### config.mk
export PLATFORM = sky130hd
export DESIGN_NAME = instr_fetch_cache
export DESIGN_NICKNAME = d
export VERILOG_FILES = /design/src/rtl/mips_pkg.sv /design/src/rtl/icache_array.sv /design/src/rtl/instr_fetch_cache.sv
export SDC_FILE = /design/constraint.sdc
export NUM_CORES = 2
export LEC_CHECK = 0
export BUFFER_PORTS_ARGS = -buffer_cell sky130_fd_sc_hd__buf_2
export CORE_MARGIN = 3
export CORE_UTILIZATION = 56
export DETAILED_ROUTE_END_ITERATION = 7
export PLACE_DENSITY_LB_ADDON = 0.2
export SLEW_MARGIN = 20
export SYNTH_ARGS = -nofsm -noshare
export SYNTH_HDL_FRONTEND = slang
export SYNTH_SLANG_ARGS = --single-unit
### constraint.sdc
create_clock -name clk -period 3.85 [get_ports clk]
set_clock_uncertainty 0.15 [all_clocks]
set_input_delay 0.5775 -clock clk [delete_from_list [all_inputs] [get_ports clk]]
set_output_delay 0.5775 -clock clk [all_outputs]
set_load 0.01 [all_outputs]
### src/rtl/mips_pkg.sv
// Shared definitions for the instruction fetch path.
//   fetch_state_t : fetch controller states (IDLE, REFILL)
//   NOP           : instruction word presented to the core while stalled
//   offset_w / index_w / tag_w : address field widths derived from the cache geometry
package mips_pkg;

    typedef enum logic {
        IDLE   = 1'b0,
        REFILL = 1'b1
    } fetch_state_t;

    localparam logic [31:0] NOP = 32'h0000_0000;

    function automatic int offset_w(input int words_per_line);
        return $clog2(words_per_line);
    endfunction

    function automatic int index_w(input int lines);
        return $clog2(lines);
    endfunction

    // Bits [1:0] are the byte offset and are never stored.
    function automatic int tag_w(input int lines, input int words_per_line);
        return 30 - $clog2(lines) - $clog2(words_per_line);
    endfunction

endpackage

### src/rtl/icache_array.sv
// Storage for the direct-mapped instruction cache: per-line valid bit, tag
// and data words. Writes are synchronous, reads are asynchronous.
//   clk        : clock
//   clear_all  : invalidate every line on the next edge (beats wr_line_en)
//   rd_index / rd_offset : read address; rd_valid, rd_tag, rd_data returned
//   wr_index / wr_offset / wr_data_en / wr_data : single data word write
//   wr_line_en / wr_tag  : commit a line (write tag, set valid)
module icache_array
    import mips_pkg::*;
#(
    parameter int LINES          = 16,
    parameter int WORDS_PER_LINE = 4,
    parameter int IDX_W          = index_w(LINES),
    parameter int OFF_W          = offset_w(WORDS_PER_LINE),
    parameter int TAG_W          = tag_w(LINES, WORDS_PER_LINE)
) (
    input  logic             clk,
    input  logic             clear_all,
    input  logic [IDX_W-1:0] rd_index,
    input  logic [OFF_W-1:0] rd_offset,
    output logic             rd_valid,
    output logic [TAG_W-1:0] rd_tag,
    output logic [31:0]      rd_data,
    input  logic [IDX_W-1:0] wr_index,
    input  logic [OFF_W-1:0] wr_offset,
    input  logic             wr_data_en,
    input  logic [31:0]      wr_data,
    input  logic             wr_line_en,
    input  logic [TAG_W-1:0] wr_tag
);

    logic [LINES-1:0] valid;
    logic [TAG_W-1:0] tags [LINES];
    logic [31:0]      data [LINES*WORDS_PER_LINE];

    always_ff @(posedge clk) begin
        if (clear_all) begin
            valid <= '0;
        end else if (wr_line_en) begin
            valid[wr_index] <= 1'b1;
        end
    end

    // Tag and data are never reset; a line is only trusted through its valid bit.
    always_ff @(posedge clk) begin
        if (wr_line_en) begin
            tags[wr_index] <= wr_tag;
        end
        if (wr_data_en) begin
            data[{wr_index, wr_offset}] <= wr_data;
        end
    end

    assign rd_valid = valid[rd_index];
    assign rd_tag   = tags[rd_index];
    assign rd_data  = data[{rd_index, rd_offset}];

endmodule

### src/rtl/instr_fetch_cache.sv
// Direct-mapped read-only instruction cache. Hits return the instruction in
// the same cycle; a miss stalls the core and refills the whole line from
// backing memory through a req/ack handshake.
//   clk, reset         : clock, synchronous active-high reset
//   pc                 : fetch address
//   flush              : invalidate all lines / abort an ongoing refill
//   instr, stall       : instruction to the core, 1 = instr not valid
//   mem_req, mem_addr  : refill read request and word-aligned address
//   mem_ack, mem_rdata : refill data strobe and data word
module instr_fetch_cache
    import mips_pkg::*;
#(
    parameter int LINES          = 16,
    parameter int WORDS_PER_LINE = 4
) (
    input  logic        clk,
    input  logic        reset,
    input  logic [31:0] pc,
    input  logic        flush,
    output logic [31:0] instr,
    output logic        stall,
    output logic        mem_req,
    output logic [31:0] mem_addr,
    input  logic        mem_ack,
    input  logic [31:0] mem_rdata
);

    localparam int OFF_W  = offset_w(WORDS_PER_LINE);
    localparam int IDX_W  = index_w(LINES);
    localparam int TAG_W  = tag_w(LINES, WORDS_PER_LINE);
    localparam int LINE_W = 30 - OFF_W;   // index + tag: identifies a line
    localparam logic [OFF_W-1:0] LAST_WORD = OFF_W'(WORDS_PER_LINE - 1);
    localparam logic [OFF_W-1:0] ONE_WORD  = OFF_W'(1);

    fetch_state_t      state;
    logic [LINE_W-1:0] miss_line;
    logic [OFF_W-1:0]  count;

    logic [OFF_W-1:0]  pc_offset;
    logic [IDX_W-1:0]  pc_index;
    logic [TAG_W-1:0]  pc_tag;
    logic              rd_valid;
    logic [TAG_W-1:0]  rd_tag;
    logic [31:0]       rd_data;
    logic              hit;
    logic              xfer;
    logic              last_xfer;
    logic              unused_pc;

    assign pc_offset = pc[2 +: OFF_W];
    assign pc_index  = pc[2 + OFF_W +: IDX_W];
    assign pc_tag    = pc[31 -: TAG_W];
    assign unused_pc = ^pc[1:0];

    icache_array #(
        .LINES          (LINES),
        .WORDS_PER_LINE (WORDS_PER_LINE)
    ) u_array (
        .clk        (clk),
        .clear_all  (reset || flush),
        .rd_index   (pc_index),
        .rd_offset  (pc_offset),
        .rd_valid   (rd_valid),
        .rd_tag     (rd_tag),
        .rd_data    (rd_data),
        .wr_index   (miss_line[IDX_W-1:0]),
        .wr_offset  (count),
        .wr_data_en (xfer),
        .wr_data    (mem_rdata),
        .wr_line_en (last_xfer && !flush),
        .wr_tag     (miss_line[LINE_W-1:IDX_W])
    );

    assign hit       = (state == IDLE) && rd_valid && (rd_tag == pc_tag);
    assign xfer      = (state == REFILL) && mem_ack;
    assign last_xfer = xfer && (count == LAST_WORD);

    assign stall    = !hit;
    assign instr    = hit ? rd_data : NOP;
    assign mem_req  = (state == REFILL);
    assign mem_addr = (state == REFILL) ? {miss_line, count, 2'b00} : 32'h0;

    // Data words written during an aborted refill are harmless: flush also
    // clears every valid bit, so the partial line can never be hit.
    always_ff @(posedge clk) begin
        if (reset) begin
            state     <= IDLE;
            count     <= '0;
            miss_line <= '0;
        end else if (flush) begin
            state <= IDLE;
            count <= '0;
        end else begin
            case (state)
                IDLE: begin
                    if (!hit) begin
                        miss_line <= pc[31:2 + OFF_W];
                        count     <= '0;
                        state     <= REFILL;
                    end
                end
                REFILL: begin
                    if (mem_ack) begin
                        count <= count + ONE_WORD;
                        if (count == LAST_WORD) begin
                            state <= IDLE;
                        end
                    end
                end
                default: state <= IDLE;
            endcase
        end
    end

endmodule

==> flow_summary_export.csv <==
group,metric,value,unit
worst_setup_path,crit_buf_inv,3,
hold_path,hold_start,"pc[22]",
timing,fin_crit,5.20,ns
timing,maxSlewHeadroom,27.4,%
hold_path,hold_depth,4,
synth,yosysSeqAreaShare,77.0,%
layout,layout-drive-gt1-share,35.0,%
pwr,p_leak,35.3,nW
worst_setup_path,cp-end-kind,"output pin",
global_routing,grt_max_degree,84,
cts,clock_latency,0.84,ns
synth,synthCells,4137,
global_routing,antenna_found_initial,17,
timing,setup_viol,33,
cts,cts_tree,"built",
placed_design,placed_area,103000,sq um
synth,yosysWarningCount,0,
worst_setup_path,reg2reg_to,"mem_req",
outcome,violations,"negative setup slack",
floorplanning,rows,151,
worst_setup_path,crit_slowest_cell,"or4b_4",
route,drt-total-wl,253000,um
worst_setup_path,cp-start-kind,"register",
route,viasPerCell,6.72,
placed_design,io_buffers,129,
synth,synth.avg_cell_area,23.2,sq um
synth,synth_top_area_share,76.0,%
pwr,p_per_area,493,nW/um^2
synth,synth-edff-count,2432,
worst_setup_path,required,3.12,ns
cts,cts.clk_slew.worst_paths,0.06,ns
worst_setup_path,reg2reg_depth,11,
worst_setup_path,arrival,4.47,ns
worst_setup_path,critical_path_class,"register to output pin",
timing,hold_viol,0,
flow_run,cap_viol_max_count,0,
layout,final_cell_count_no_fill,7089,
global_routing,grt_usage,29.3,%
pwr,ir_worst_vdd,0.444,mV
route,post_drt_wl_per_cell,35.6,um
route,drc_errors,0,
timing,finalCritPeriodShare,135,%
floorplanning,io_pins,134,
route,antenna_left,0,
global_routing,grt_pass1_wl,359000,um
hold_path,hold_end,"miss_line[18]",
worst_setup_path,worstPathCellList,"mux4_2 -> mux4_2 -> xnor2_1 -> buf_4 -> and3b_1 -> or4b_4 -> or4b_4 -> buf_16 -> a211oi_4 -> buf_2",
timing,finalWorstSetupSlack,-1.35,ns
synth,synth.distinct_cells,60,
synth,async_flop_share,0,%
placed_design,dp_cells,6619,
worst_setup_path,cpPeakStageDelay,0.55,ns
layout,area_delta_synth_final,15.3,%
cts,h-tree-depth,4,
worst_setup_path,r2r_slack,0.11,ns
worst_setup_path,cp_top_family,"simple AND/OR/NAND/NOR gates",
synth,synth.area.top_cells,"edfxtp_1, mux4_2, dfxtp_1",
global_routing,overflow,0,
placed_design,hpwl,144000,um
global_routing,grt_pass1_vias,47700,
floorplanning,die_area,177000,sq um
timing,worst_slew_pin_slew,1.09,ns
layout,fillers,10900,
floorplanning,start_util,56.5,%
placed_design,place.gp.congestion,0.831,
route,drtIter0Drc,6447,
floorplanning,die-width,420,um
synth,ys_seq_elements,2479,
synth,ys.flop_type,"edfxtp_1",
layout,register_area,74000,sq um
route,dr_total_vias,47600,
cts,cts_sinks,2479,
timing,maxSlewViolCount,0,
synth,synth_area,96100,sq um
outcome,status,"complete, but fails checks",
layout,multi_input_area,21800,sq um
floorplanning,core-area,170000,sq um
worst_setup_path,crit_fanout,11,
timing,max_freq,192,MHz
cts,root_buffer,"clkbuf_16",
floorplanning,die_height,420,um
timing,rsz0062_at_grt,"true",
synth,synth_top_cell_by_area,"edfxtp_1",
route,firstDrtPassIters,5,
layout,final_cell_area,111000,sq um
hold_path,hold_path.class,"input pin to register",
cts,numCtsBuffers,235,
layout,final_nets,4720,
cts,cts_buffer_depth,3,
worst_setup_path,crit-reg2reg-launch,"u_array.tags[10][12]",
## metal layers
metal / share of wire (%) / vias to the layer above / track usage, %
met4: 3.5 / 0 / 9.85
met5: 0 / - / 0
li1: - / 18700 / -
met3: 10 / 452 / 6.12
met1: 37 / 25600 / 40.9
met2: 49 / 2860 / 47.0
## worst register-to-register path, stage by stage, from the launching register on
cell      delay (ns)
edfxtp_1        0.39
mux4_2          0.48
mux4_2          0.51
xnor2_1         0.15
buf_4           0.14
and3b_1         0.19
or4b_4          0.47
or4b_4          0.55
buf_4           0.18
buf_12          0.16
buf_4           0.16
and3_1          0.14
## cells by family after synthesis
group / share of synthesized area [%]
adders and majority gates: 0.0130
muxes: 18.2
xor gates and xnor gates: 0.383
DFF: 77.0
AOI/OAI and AO/OA: 1.08
other: 0.00390
and+or+nand+nor: 2.15
buffers and inverters: 1.20
## layout by cell type (no fill, tap or decap), types with 8 or more instances in the layout
| master | instances |
|---|---|
| edfxtp_1 | 2432 |
| o21a_1 | 16 |
| nor2_4 | 71 |
| nand2b_1 | 8 |
| buf_12 | 89 |
| nor2b_1 | 20 |
| clkbuf_16 | 238 |
| diode_2 | 12 |
| nand2_1 | 90 |
| o21ai_0 | 37 |
| clkbuf_8 | 8 |
| nor2_1 | 19 |
| xnor2_1 | 25 |
| clkinv_2 | 49 |
| xor2_1 | 16 |
| a211oi_1 | 8 |
| and3_1 | 14 |
| nand3_1 | 38 |
| and2_1 | 34 |
| dfxtp_1 | 47 |
| buf_2 | 117 |
| or4_1 | 28 |
| a22oi_1 | 10 |
| mux2i_1 | 75 |
| nor3b_1 | 26 |
| clkbuf_1 | 65 |
| nor3_2 | 8 |
| mux4_2 | 743 |
| a211oi_2 | 8 |
| dlygate4sd3_1 | 9 |
| bufinv_16 | 9 |
| clkinv_1 | 59 |
| buf_4 | 301 |
| a32oi_1 | 28 |
## synth_stat cells, types with 2 or more instances
cell type,instances
nand4_1,5
buf_4,12
or4b_1,2
nand3b_1,3
o211ai_1,2
o31ai_1,3
nor2b_1,29
mux2i_1,75
dfxtp_1,47
buf_6,12
edfxtp_1,2432
a21oi_1,5
clkbuf_1,174
mux4_2,742
and3_1,15
and4_1,4
or3_1,2
nor3b_1,27
a32oi_1,28
nand2_1,90
a211oi_1,19
nand2b_1,8
xor2_1,16
a311oi_1,5
nor2_1,91
buf_12,2
o21a_1,16
a211o_1,3
a22oi_1,10
nor3_1,10
or2_2,3
a21o_1,4
buf_1,27
o32ai_1,2
o21ai_0,37
buf_2,21
a31oi_1,6
xnor2_1,26
or4_1,28
inv_1,4
and2_1,34
nand3_1,38
## through the flow
stage / power, mW / setup slack (ns) / setup TNS [ns] / hold WS [ns] / util, %
6_report: 54.6 / -1.35 / -40.54 / 0.0701 / 65.2
5_1_grt: 56.2 / -1.42 / -43.69 / 0.0477 / 65.2
4_1_cts: 55.0 / -1.46 / -43.38 / 0.00390 / 65.1
3_5_place_dp: 33.3 / -1.10 / -34.97 / 0.303 / 60.7
3_3_place_gp: 33.2 / -1.10 / -33.69 / 0.293 / 60.7
2_1_floorplan: 32.0 / -0.316 / -7.85 / 0.285 / -
## cell type report
class	count	share of cell area, %
well taps	2218	2.50
diodes	12	0.0271
clock buffers	311	5.70
multi-input cells	1405	19.7
flip-flops and latches	2479	66.8
inverters	5	0.0226
repair buffers	525	4.38
clock inverters	134	0.937
## timing repair
| action | in CTS | in global routing |
|---|---|---|
| hold endpoints to repair | 10 | 0 |
| hold buffers | 9 | 0 |
| setup buffers | 2 | 2 |
| setup endpoints to repair | 33 | 33 |
| gates resized for setup | 10 | 6 |
| pin swaps | 1 | 4 |
| cloned | 1 | 0 |
## sequential cells by signal (all words and copies together), names as in the netlist
register / flops
u_array.data: 2048
miss_line: 28
count: 2
u_array.valid: 16
u_array.tags: 384
mem_req: 1
## power breakdown
group / leakage, nW / internal, mW / total [mW] / switching [mW]
combinational: 9.34 / 1.28 / 2.80 / 1.52
sequential: 22.3 / 29.7 / 29.9 / 0.155
clock: 3.59 / 12.1 / 21.9 / 9.80
total: 35.3 / 43.1 / 54.6 / 11.5
## worst max path at each step
| stage | from | to | slack [ns] | cells past startpoint |
|---|---|---|---|---|
| 6_report | u_array.tags[10][12] | instr[21] | -1.35 | 10 |
| 3_3_place_gp | pc[4] | instr[21] | -1.10 | 12 |
| 3_5_place_dp | pc[4] | instr[21] | -1.10 | 12 |
| 4_1_cts | u_array.tags[10][12] | instr[21] | -1.46 | 10 |
| 2_1_floorplan | pc[5] | instr[18] | -0.32 | 10 |
| 5_1_grt | u_array.tags[10][12] | instr[21] | -1.42 | 10 |
(Power assumes the default switching activity.)
